<file path="src/rtl/alt_mem_ddrx_wdata_consume_ctrl_pkg.sv">
// Shared defaults and helpers for the write-data consume controller.
// Covers the configuration widths, error-flag layout and pointer-width helper.
package alt_mem_ddrx_wdata_consume_ctrl_pkg;

  localparam int CFG_BURSTCOUNT_TRACKING_WIDTH_DEF = 7;
  localparam int CFG_BUFFER_ADDR_WIDTH_DEF         = 6;
  localparam int CFG_INT_SIZE_WIDTH_DEF            = 4;
  localparam int CFG_CMD_FIFO_DEPTH_DEF            = 8;

  localparam int ERR_W         = 1;
  localparam int ERR_ZERO_SIZE = 0;

  function automatic int ptr_width(input int depth);
    int w;
    w = 1;
    while ((1 << w) < depth) w++;
    return w;
  endfunction

  function automatic int max_w(input int a, input int b);
    return (a > b) ? a : b;
  endfunction

endpackage

</file>
<file path="src/rtl/alt_mem_ddrx_wdata_consume_ctrl_if.sv">
// Command intake, tracker feedback and write-data ID bundle of the consume controller.
interface alt_mem_ddrx_wdata_consume_ctrl_if
  import alt_mem_ddrx_wdata_consume_ctrl_pkg::*;
#(
  parameter int CFG_BURSTCOUNT_TRACKING_WIDTH = CFG_BURSTCOUNT_TRACKING_WIDTH_DEF,
  parameter int CFG_BUFFER_ADDR_WIDTH         = CFG_BUFFER_ADDR_WIDTH_DEF,
  parameter int CFG_INT_SIZE_WIDTH            = CFG_INT_SIZE_WIDTH_DEF
);

  logic                                     cmd_valid;
  logic                                     cmd_ready;
  logic [CFG_INT_SIZE_WIDTH-1:0]            cmd_size;
  logic [CFG_BURSTCOUNT_TRACKING_WIDTH-1:0] burst_pending_burstcount;
  logic                                     burst_consumed_valid;
  logic [CFG_INT_SIZE_WIDTH-1:0]            burst_counsumed_burstcount;
  logic                                     wdata_id_valid;
  logic                                     wdata_id_ready;
  logic [CFG_BUFFER_ADDR_WIDTH-1:0]         wdata_id_addr;
  logic [CFG_INT_SIZE_WIDTH-1:0]            wdata_id_size;
  logic                                     err_zero_size;

  modport slave (
    input  cmd_valid, cmd_size, burst_pending_burstcount, wdata_id_ready,
    output cmd_ready, burst_consumed_valid, burst_counsumed_burstcount,
           wdata_id_valid, wdata_id_addr, wdata_id_size, err_zero_size
  );

  modport master (
    output cmd_valid, cmd_size, burst_pending_burstcount, wdata_id_ready,
    input  cmd_ready, burst_consumed_valid, burst_counsumed_burstcount,
           wdata_id_valid, wdata_id_addr, wdata_id_size, err_zero_size
  );

endinterface

</file>
<file path="src/rtl/alt_mem_ddrx_cmd_size_fifo.sv">
// Synchronous command-size FIFO with a registered head; a pushed entry is
// visible at the head no earlier than the cycle after the push.
module alt_mem_ddrx_cmd_size_fifo
  import alt_mem_ddrx_wdata_consume_ctrl_pkg::*;
#(
  parameter int WIDTH = CFG_INT_SIZE_WIDTH_DEF,
  parameter int DEPTH = CFG_CMD_FIFO_DEPTH_DEF
) (
  input  logic             ctl_clk,
  input  logic             ctl_reset_n,
  input  logic             push_i,
  input  logic [WIDTH-1:0] data_i,
  input  logic             pop_i,
  output logic             full_o,
  output logic             empty_o,
  output logic [WIDTH-1:0] head_o
);

  localparam int PW = ptr_width(DEPTH);
  localparam int CW = PW + 1;
  localparam logic [CW-1:0] FULL_CNT = CW'(DEPTH);

  logic [WIDTH-1:0] mem_q [DEPTH];
  logic [PW-1:0]    wr_ptr_q, wr_ptr_d;
  logic [PW-1:0]    rd_ptr_q, rd_ptr_d;
  logic [CW-1:0]    count_q, count_d;
  logic [WIDTH-1:0] head_q, head_d;

  // Head tracks the entry at the post-update read pointer, taking the incoming
  // word when that slot is the one being written this cycle.
  always_comb begin
    wr_ptr_d = wr_ptr_q + PW'(push_i);
    rd_ptr_d = rd_ptr_q + PW'(pop_i);
    count_d  = count_q + CW'(push_i) - CW'(pop_i);
    head_d   = head_q;
    if (count_d != '0) begin
      if (push_i && (wr_ptr_q == rd_ptr_d)) head_d = data_i;
      else                                  head_d = mem_q[rd_ptr_d];
    end
  end

  always_ff @(posedge ctl_clk) begin
    if (!ctl_reset_n) begin
      wr_ptr_q <= '0;
      rd_ptr_q <= '0;
      count_q  <= '0;
    end else begin
      wr_ptr_q <= wr_ptr_d;
      rd_ptr_q <= rd_ptr_d;
      count_q  <= count_d;
    end
  end

  always_ff @(posedge ctl_clk) begin
    if (push_i) mem_q[wr_ptr_q] <= data_i;
    head_q <= head_d;
  end

  assign full_o  = (count_q == FULL_CNT);
  assign empty_o = (count_q == '0);
  assign head_o  = head_q;

  a_no_push_full:  assert property (@(posedge ctl_clk) disable iff (!ctl_reset_n) push_i |-> !full_o);
  a_no_pop_empty:  assert property (@(posedge ctl_clk) disable iff (!ctl_reset_n) pop_i |-> !empty_o);

endmodule

</file>
<file path="src/rtl/alt_mem_ddrx_wdata_consume_ctrl.sv">
// Queues write-command sizes, consumes the head once the tracker holds enough
// beats, and issues buffer start address/size IDs on a registered valid/ready stage.
module alt_mem_ddrx_wdata_consume_ctrl
  import alt_mem_ddrx_wdata_consume_ctrl_pkg::*;
#(
  parameter int CFG_BURSTCOUNT_TRACKING_WIDTH = CFG_BURSTCOUNT_TRACKING_WIDTH_DEF,
  parameter int CFG_BUFFER_ADDR_WIDTH         = CFG_BUFFER_ADDR_WIDTH_DEF,
  parameter int CFG_INT_SIZE_WIDTH            = CFG_INT_SIZE_WIDTH_DEF,
  parameter int CFG_CMD_FIFO_DEPTH            = CFG_CMD_FIFO_DEPTH_DEF
) (
  input logic                              ctl_clk,
  input logic                              ctl_reset_n,
  alt_mem_ddrx_wdata_consume_ctrl_if.slave bus_if
);

  localparam int BTW   = CFG_BURSTCOUNT_TRACKING_WIDTH;
  localparam int BAW   = CFG_BUFFER_ADDR_WIDTH;
  localparam int INTW  = CFG_INT_SIZE_WIDTH;
  localparam int CMP_W = max_w(BTW, INTW);

  logic            fifo_full, fifo_empty;
  logic [INTW-1:0] head_size;
  logic            cmd_ready, accept, size_is_zero, push, pending_ok, consume;

  logic            rdy_en_q;
  logic [BAW-1:0]  wr_addr_q, wr_addr_d;
  logic            id_valid_q, id_valid_d;
  logic [BAW-1:0]  id_addr_q, id_addr_d;
  logic [INTW-1:0] id_size_q, id_size_d;
  logic [ERR_W-1:0] err_q, err_d;

  function automatic logic [BAW-1:0] addr_advance(input logic [BAW-1:0] base,
                                                  input logic [INTW-1:0] beats);
    return base + BAW'(beats);
  endfunction

  // Ready is held low through reset and never relaxed by a same-cycle pop.
  assign cmd_ready    = rdy_en_q & ~fifo_full;
  assign accept       = bus_if.cmd_valid & cmd_ready;
  assign size_is_zero = (bus_if.cmd_size == '0);
  assign push         = accept & ~size_is_zero;

  assign pending_ok = CMP_W'(bus_if.burst_pending_burstcount) >= CMP_W'(head_size);
  assign consume    = ~fifo_empty & pending_ok & (~id_valid_q | bus_if.wdata_id_ready);

  alt_mem_ddrx_cmd_size_fifo #(
    .WIDTH (INTW),
    .DEPTH (CFG_CMD_FIFO_DEPTH)
  ) u_cmd_size_fifo (
    .ctl_clk     (ctl_clk),
    .ctl_reset_n (ctl_reset_n),
    .push_i      (push),
    .data_i      (bus_if.cmd_size),
    .pop_i       (consume),
    .full_o      (fifo_full),
    .empty_o     (fifo_empty),
    .head_o      (head_size)
  );

  always_comb begin
    wr_addr_d  = wr_addr_q;
    id_valid_d = id_valid_q;
    id_addr_d  = id_addr_q;
    id_size_d  = id_size_q;
    err_d      = err_q;
    if (consume) begin
      wr_addr_d  = addr_advance(wr_addr_q, head_size);
      id_valid_d = 1'b1;
      id_addr_d  = wr_addr_q;
      id_size_d  = head_size;
    end else if (bus_if.wdata_id_ready) begin
      id_valid_d = 1'b0;
    end
    if (accept && size_is_zero) err_d[ERR_ZERO_SIZE] = 1'b1;
  end

  always_ff @(posedge ctl_clk) begin
    if (!ctl_reset_n) begin
      rdy_en_q   <= 1'b0;
      wr_addr_q  <= '0;
      id_valid_q <= 1'b0;
      id_addr_q  <= '0;
      id_size_q  <= '0;
      err_q      <= '0;
    end else begin
      rdy_en_q   <= 1'b1;
      wr_addr_q  <= wr_addr_d;
      id_valid_q <= id_valid_d;
      id_addr_q  <= id_addr_d;
      id_size_q  <= id_size_d;
      err_q      <= err_d;
    end
  end

  assign bus_if.cmd_ready                  = cmd_ready;
  assign bus_if.burst_consumed_valid       = consume;
  assign bus_if.burst_counsumed_burstcount = consume ? head_size : '0;
  assign bus_if.wdata_id_valid             = id_valid_q;
  assign bus_if.wdata_id_addr              = id_addr_q;
  assign bus_if.wdata_id_size              = id_size_q;
  assign bus_if.err_zero_size              = err_q[ERR_ZERO_SIZE];

  a_consume_has_data: assert property (@(posedge ctl_clk) disable iff (!ctl_reset_n)
    consume |-> (CMP_W'(bus_if.burst_pending_burstcount) >= CMP_W'(head_size)));
  a_cfg_widths: assert property (@(posedge ctl_clk) BTW > INTW);

endmodule

</file>
<file path="src/flat_wrapper.sv">
// flat-port wrapper written by rule: the top's interface ports become plain ports
module alt_mem_ddrx_wdata_consume_ctrl_flat import alt_mem_ddrx_wdata_consume_ctrl_pkg::*;
#(
  parameter int CFG_BURSTCOUNT_TRACKING_WIDTH = CFG_BURSTCOUNT_TRACKING_WIDTH_DEF,
  parameter int CFG_BUFFER_ADDR_WIDTH         = CFG_BUFFER_ADDR_WIDTH_DEF,
  parameter int CFG_INT_SIZE_WIDTH            = CFG_INT_SIZE_WIDTH_DEF,
  parameter int CFG_CMD_FIFO_DEPTH            = CFG_CMD_FIFO_DEPTH_DEF
)
  (ctl_clk, ctl_reset_n, bus_if_cmd_valid, bus_if_cmd_size, bus_if_burst_pending_burstcount, bus_if_wdata_id_ready, bus_if_cmd_ready, bus_if_burst_consumed_valid, bus_if_burst_counsumed_burstcount, bus_if_wdata_id_valid, bus_if_wdata_id_addr, bus_if_wdata_id_size, bus_if_err_zero_size);
  alt_mem_ddrx_wdata_consume_ctrl_if #(.CFG_BURSTCOUNT_TRACKING_WIDTH(CFG_BURSTCOUNT_TRACKING_WIDTH), .CFG_BUFFER_ADDR_WIDTH(CFG_BUFFER_ADDR_WIDTH), .CFG_INT_SIZE_WIDTH(CFG_INT_SIZE_WIDTH)) bus_if_i ();
  input logic ctl_clk;
  input logic ctl_reset_n;
  input wire logic [$bits(bus_if_i.cmd_valid)-1:0] bus_if_cmd_valid;
  input wire logic [$bits(bus_if_i.cmd_size)-1:0] bus_if_cmd_size;
  input wire logic [$bits(bus_if_i.burst_pending_burstcount)-1:0] bus_if_burst_pending_burstcount;
  input wire logic [$bits(bus_if_i.wdata_id_ready)-1:0] bus_if_wdata_id_ready;
  output wire logic [$bits(bus_if_i.cmd_ready)-1:0] bus_if_cmd_ready;
  output wire logic [$bits(bus_if_i.burst_consumed_valid)-1:0] bus_if_burst_consumed_valid;
  output wire logic [$bits(bus_if_i.burst_counsumed_burstcount)-1:0] bus_if_burst_counsumed_burstcount;
  output wire logic [$bits(bus_if_i.wdata_id_valid)-1:0] bus_if_wdata_id_valid;
  output wire logic [$bits(bus_if_i.wdata_id_addr)-1:0] bus_if_wdata_id_addr;
  output wire logic [$bits(bus_if_i.wdata_id_size)-1:0] bus_if_wdata_id_size;
  output wire logic [$bits(bus_if_i.err_zero_size)-1:0] bus_if_err_zero_size;
  assign bus_if_i.cmd_valid = bus_if_cmd_valid;
  assign bus_if_i.cmd_size = bus_if_cmd_size;
  assign bus_if_i.burst_pending_burstcount = bus_if_burst_pending_burstcount;
  assign bus_if_i.wdata_id_ready = bus_if_wdata_id_ready;
  assign bus_if_cmd_ready = bus_if_i.cmd_ready;
  assign bus_if_burst_consumed_valid = bus_if_i.burst_consumed_valid;
  assign bus_if_burst_counsumed_burstcount = bus_if_i.burst_counsumed_burstcount;
  assign bus_if_wdata_id_valid = bus_if_i.wdata_id_valid;
  assign bus_if_wdata_id_addr = bus_if_i.wdata_id_addr;
  assign bus_if_wdata_id_size = bus_if_i.wdata_id_size;
  assign bus_if_err_zero_size = bus_if_i.err_zero_size;
  alt_mem_ddrx_wdata_consume_ctrl #(.CFG_BURSTCOUNT_TRACKING_WIDTH(CFG_BURSTCOUNT_TRACKING_WIDTH), .CFG_BUFFER_ADDR_WIDTH(CFG_BUFFER_ADDR_WIDTH), .CFG_INT_SIZE_WIDTH(CFG_INT_SIZE_WIDTH), .CFG_CMD_FIFO_DEPTH(CFG_CMD_FIFO_DEPTH)) u_core (.ctl_clk(ctl_clk), .ctl_reset_n(ctl_reset_n), .bus_if(bus_if_i));
endmodule
</file>
<file path="config.mk">
export PLATFORM = sky130hd
export DESIGN_NAME = alt_mem_ddrx_wdata_consume_ctrl_flat
export DESIGN_NICKNAME = d
export VERILOG_FILES = /design/src/rtl/alt_mem_ddrx_wdata_consume_ctrl_pkg.sv /design/src/rtl/alt_mem_ddrx_wdata_consume_ctrl_if.sv /design/src/rtl/alt_mem_ddrx_cmd_size_fifo.sv /design/src/rtl/alt_mem_ddrx_wdata_consume_ctrl.sv /design/src/flat_wrapper.sv
export SDC_FILE = /design/constraint.sdc
export NUM_CORES = 1
export LEC_CHECK = 0
export ABC_CLOCK_PERIOD_IN_PS = 8300
export BUFFER_PORTS_ARGS = -buffer_cell sky130_fd_sc_hd__buf_4
export CAP_MARGIN = 20
export CORE_UTILIZATION = 55
export CTS_CLUSTER_DIAMETER = 150
export DETAILED_ROUTE_END_ITERATION = 6
export PLACE_DENSITY = 0.82
export SLEW_MARGIN = 20
export SYNTH_ARGS = -nofsm -noshare
export SYNTH_HDL_FRONTEND = slang
export SYNTH_HIERARCHICAL = 1
export SYNTH_SLANG_ARGS = --single-unit
export TNS_END_PERCENT = 10
</file>
<file path="constraint.sdc">
create_clock -name ctl_clk -period 8.3 [get_ports ctl_clk]
set_input_delay 0.83 -clock ctl_clk [delete_from_list [all_inputs] [get_ports ctl_clk]]
set_output_delay 0.83 -clock ctl_clk [all_outputs]
set_load 0.005 [all_outputs]
</file>
==> results of run 1 <==
[Yosys cell counts, types with 4 or more instances]
master,number,area share [%]
nand2_1,6,0.74
dfxtp_1,29,19
mux4_1,4,3.4
and2_1,12,2.5
nor2_1,13,1.6
xnor2_1,4,1.1
a21oi_1,8,1.3
a211oi_1,6,1.5
o221ai_1,8,2.3
edfxtp_1,36,35
o21ai_0,5,0.82
ha_1,18,7.4
mux2i_1,14,4.6
nor2b_1,18,3.7
inv_1,12,1.5
xor2_1,4,1.1
mux4_2,4,3.0
[flip-flops by register name, indices dropped and copies added (netlist names)]
signal and flops:
u_core/u_cmd_size_fifo/count_q 4, u_core/rdy_en_q 1, u_core/bus_if.wdata_id_addr 6, u_core/wr_addr_q 6, u_core/bus_if.wdata_id_valid 1, u_core/u_cmd_size_fifo/rd_ptr_q 3
u_core/bus_if.wdata_id_size 4, u_core/u_cmd_size_fifo/mem_q 32, u_core/u_cmd_size_fifo/head_o 4, u_core/bus_if.err_zero_size 1, u_core/u_cmd_size_fifo/wr_ptr_q 3
[cells by family (layout without fill, tap and decap cells)]
kind of cell | after synthesis | count (layout) | share of synthesized area, %
compound gates | 35 | 35 | 7.88
xor+xnor | 8 | 8 | 2.30
fa+ha+maj | 20 | 20 | 8.70
buf+inv | 18 | 60 | 2.99
flops | 65 | 65 | 54.5
mux | 22 | 22 | 11.0
simple gates | 68 | 68 | 12.7
[per-layer routing]
layer / vias up / routed length, microns / track usage (%)
li1: 945 / - / -
met1: 953 / 2390 / 23.2
met2: 64 / 3040 / 39.1
met3: 15 / 300 / 6.71
met4: 0 / 138 / 13.5
met5: - / 0 / 0
[where the power goes]
part	leakage, nW	internal, mW	switching, mW
Clock	0.101	0.166	0.113
Combinational	0.756	0.307	0.304
Sequential	0.569	0.409	0.0386
Total	1.43	0.882	0.456
[stage by stage]
stage          hold slack [ps]  instances  cell area [sq um]
4_1_cts                    492        348               3540
3_3_place_gp               468        333               3340
6_report                   488        348               3540
3_5_place_dp               482        333               3340
5_1_grt                    518        348               3540
2_1_floorplan              456        236               3050
[tightest hold or removal path, delay by kind of cell (launching register included)]
family	cells	cell delay (ps)
DFF	1	320
AOI/OAI and AO/OA	2	130
[cell type report]
class / instances / area [sq um] / area share [%]
Sequential cell: 65 / 1660 / 46.9
Multi-Input combinational cell: 153 / 1300 / 36.7
Timing Repair Buffer: 33 / 248 / 7.00
Clock buffer: 11 / 131 / 3.71
Tap cell: 70 / 87.6 / 2.47
Clock inverter: 4 / 68.8 / 1.94
Inverter: 12 / 45.0 / 1.27
[worst paths after layout]
path	startpoint	endpoint	slack, ps	cells past startpoint
setup / recovery	bus_if_burst_pending_burstcount[3]	u_core/u_cmd_size_fifo/head_o[0]	4620	12
hold reg to reg	u_core/wr_addr_q[5]	u_core/wr_addr_q[5]	490	2
hold / removal	u_core/wr_addr_q[5]	u_core/wr_addr_q[5]	490	2
setup reg to reg	u_core/u_cmd_size_fifo/head_o[3]	u_core/u_cmd_size_fifo/head_o[0]	4760	12
==> run metrics, run 1 <==
outcome=finished clean; FFs w/ async S/R, synth=0%; area of the mapped netlist=3050 sq um; Synth Flop Type=edfxtp_1; Initial DRC Count=67; Port Buf Inserts=32; # fillers=372; most frequent cell on the critical path=ha_1; Hold Fails Final Rpt=0; f_max=0.272 GHz; post-synthesis cell type count=37; Via Count=1977; Max Transition Viols Final=0; width of the die=76.5 microns; Clock Skew=7.98 ps; DP Worst Slack=4330 ps; Worst Path Class, Setup=in -> reg; crit path cell chain=buf_4 -> ha_1 -> or4_4 -> nor3b_1 -> a21oi_2 -> inv_1 -> ha_1 -> ha_1 -> xnor2_1 -> nand4_1 -> o221ai_1 -> a21oi_1; # setup viols final=0; worst setup margin=4620 ps; residual DRC count=0; H-tree Lvls=3; overall global routing resource usage=22.2%; period utilisation layout=44.3%; CP Capture Type=flop; Worst-path clk slew=70 ps; post_cts resized=0; overall power=1.34 mW; vias in the first global route=2082; Ports=33; worst vdd ir=0.222 mV; Max Cap Viol=0; first-pass GRT wire length=9670 microns; grt total ovfl=0; RSZ-0062 raised after global routing=false; Num CTS Buffers=9; latest clock arrival within the worst-skew pair=340 ps; post-layout minimum cycle time=3680 ps; # nets final=309; cell at the slowest stage of the critical path=xnor2_1; CP max FO=9; share of cells above drive strength 1=19.4%; critical path startpoint category=input port; largest net degree at the start of global routing=30; most frequent cells in the layout=edfxtp_1, buf_4, dfxtp_1; GP Congestion=0.824; Buf/Inv on CP=2; Syn Area/Cell=12.9 sq um; sequential area share after synthesis=54.5%; initial antenna violation count=0; actual slew at the worst max-slew pin=709 ps; Antenna Cells=0; relative slew slack=52.4%; cts hold-fix bufs=0; Detail Route Antenna Nets=0; syn nets=271; num rows=26; Max stage delay on crit path=600 ps; P&R area growth vs syn=16.0%; post-route setup TNS=0 ps; clock sinks=65; Post-synth EDFFs=36; LEAKAGE=1.43 nW; CTS tree=done; warnings from Yosys=6; clock root cell=clkbuf_8; Cells after Synth=236; Pwr Density=378 nW/um^2; core area=5240 sq um; WP data arrival=3770 ps; Avg WL per Cell=16.9 microns; Post-Route Utilization=67.6%; Worst Hold Class=reg -> reg; commonest non-fill, non-tap cell in the layout=edfxtp_1; setup bufs post-CTS=0; post-synthesis register bit count=65; delay-heaviest family, CP=simple AND/OR/NAND/NOR gates; Total Die Area=5850 sq um; Chip Height=76.5 microns; WP data required=8390 ps; CTS Buffer Depth=2; Detail Placement HPWL=4100 microns; Vias/cell=5.68; final wirelength=5870 microns; Initial Utilization=58.2%; Pre-antenna DRT Iters=4
Power figures use the tool's default switching activity.
==> inputs of run 2 (changes only) <==
ABC_CLOCK_PERIOD_IN_PS = 3200   (was 8300)
CORE_UTILIZATION = 52   (was 55)
clock period = 3.2 ns   (was 8.3 ns; I/O delays follow)
==> run metrics, run 2 (synthesized netlist as in run 1, its figures left out) <==
outcome=finished clean (unchanged); Top Layer Used=met4 (unchanged); Max Transition Viols Final=0 (unchanged); Largest Register=u_core/u_cmd_size_fifo/mem_q (unchanged); Worst-path clk slew=70 ps (about the same); relative slew slack=58.8% (was 52.4%); LEAKAGE=1.49 nW (was 1.43 nW); num rows=27 (was 26); worst vdd ir=0.576 mV (was 0.222 mV); Hold Fails Final Rpt=0 (unchanged); Avg WL per Cell=16.7 microns (was 16.9 microns); GP Congestion=0.858 (was 0.824); Post-Route Utilization=67.9% (was 67.6%); Worst Path Class, Setup=reg -> reg (was in -> reg); f_max=0.328 GHz; CTS Buffer Depth=2 (unchanged); M1 WL=2440 microns (was 2390 microns); overall power=3.97 mW (was 1.34 mW); Max Cap Viol=0 (unchanged); critical path startpoint category=flop (was input port); largest net degree at the start of global routing=30 (unchanged); Detail Route Antenna Nets=0 (unchanged); Clock Skew=3.38 ps (was 7.98 ps); WP data required=3280 ps (was 8390 ps); most frequent cells in the layout=buf_4, edfxtp_1, dfxtp_1 (was edfxtp_1, buf_4, dfxtp_1); H-tree Lvls=3 (unchanged); wire length on met3=302 microns (was 300 microns); # nets final=317 (was 309); Chip Height=78.6 microns (was 76.5 microns); Initial DRC Count=81 (was 67); Port Buf Inserts=32 (unchanged); first-pass GRT wire length=9430 microns (was 9670 microns); # setup viols final=0 (unchanged); initial antenna violation count=0 (unchanged); final wirelength=5980 microns (was 5870 microns); RSZ-0062 raised after global routing=false (unchanged); width of the die=78.6 microns (was 76.5 microns); commonest non-fill, non-tap cell in the layout=buf_4 (was edfxtp_1); Num CTS Buffers=9 (unchanged); Initial Utilization=54.7% (was 58.2%); Antenna Cells=0 (unchanged); met2 wire length=3110 microns (was 3040 microns); clock root cell=clkbuf_8 (unchanged); CP Capture Type=flop (unchanged); # fillers=398 (was 372); Detail Placement HPWL=3920 microns (was 4100 microns); Via Count=2013 (was 1977); grt total ovfl=0 (unchanged); Sequential Power Share=29.2% (was 33.5%); core area=5570 sq um (was 5240 sq um); P&R area growth vs syn=24.0% (was 16.0%); overall global routing resource usage=20.9% (was 22.2%); Pre-antenna DRT Iters=4 (unchanged); Vias/cell=5.62 (was 5.68); Sw Ratio=34.9% (was 34.1%); actual slew at the worst max-slew pin=616 ps (was 709 ps); Worst Hold Class=in -> reg (was reg -> reg); logic gate share of total power=52.4% (was 45.7%); WP data arrival=3130 ps (was 3770 ps); Int Power=2.59 mW (was 882 uW); max reg flops=32 (unchanged); Total Die Area=6180 sq um (was 5850 sq um); latest clock arrival within the worst-skew pair=340 ps (about the same); post-layout minimum cycle time=3050 ps; Switch Pwr=1.39 mW (was 456 uW); clock sinks=65 (unchanged); residual DRC count=0 (unchanged); Ports=33 (unchanged); period utilisation layout=95.3%; clock network fraction of total power=18.4% (was 20.9%); share of cells above drive strength 1=30.1% (was 19.4%); Pwr Density=1050 nW/um^2 (was 378 nW/um^2); CTS tree=done (unchanged); vias in the first global route=1981 (was 2082); CP max FO=4 (was 9)
[run 2: power groups by stage]
stage	Clock, mW	Sequential (mW)	Combinational, mW
2_1_floorplan	0	1.15	1.25
3_3_place_gp	0	1.16	1.64
3_5_place_dp	0	1.17	1.70
4_1_cts	0.749	1.15	1.78
5_1_grt	0.787	1.18	2.27
6_report	0.732	1.16	2.08
[run 2: cell type report]
type	instances	area [sq um]	area share, %
tap	72	90.1	2.38
clock buffer	9	124	3.27
sequential	65	1660	43.9
timing repair buffer	41	324	8.57
clock inverter	6	83.8	2.22
multi-input combinational	153	1450	38.4
inverter	12	45.0	1.19
[run 2: worst paths after layout]
path | start | end | slack [ps] | cells after the start
min | bus_if_cmd_valid | u_core/bus_if.err_zero_size | 250 | 3
max | u_core/u_cmd_size_fifo/head_o[3] | u_core/u_cmd_size_fifo/head_o[2] | 150 | 14
max reg2reg | u_core/u_cmd_size_fifo/head_o[3] | u_core/u_cmd_size_fifo/head_o[2] | 150 | 14
min reg2reg | u_core/wr_addr_q[5] | u_core/wr_addr_q[5] | 480 | 2
[run 2: routing by layer]
layer | vias up | GRT usage, %
li1 | 962 | -
met1 | 964 | 24.4
met2 | 74 | 35.4
met3 | 13 | 4.88
met4 | 0 | 11.7
met5 | - | 0
[run 2: repair_timing]
item                                    CTS  global route
hold buffers                              0             0
gates resized for setup                   7            20
setup buffers                             0             1
pin swaps                                 0             7
endpoints found under the setup margin    8             8
[run 2: worst max-delay path, stage by stage, from the launching register on]
cell      delay [ps]
edfxtp_1         370
inv_2             50
ha_2             160
or4_4            420
nor3b_4          170
a21oi_2          150
inv_2             80
buf_6            130
ha_4             250
inv_2             40
ha_4             150
fa_2             400
xor2_4           180
nor3_4           120
nand2_2          120
[run 2: per-stage QoR]
| stage | area (sq um) | hold slack, ps | setup slack (ps) | setup TNS, ps | instances |
|---|---|---|---|---|---|
| after global routing | 3780 | 255 | 27.3 | 0 | 358 |
| after detailed placement | 3410 | 473 | -76.4 | -459 | 342 |
| after CTS | 3650 | 241 | 20.3 | 0 | 357 |
| final | 3780 | 252 | 149 | 0 | 358 |
| after floorplan | 3060 | 348 | -26.3 | -76.7 | 236 |
| after global placement | 3410 | 467 | -27.0 | -119 | 342 |
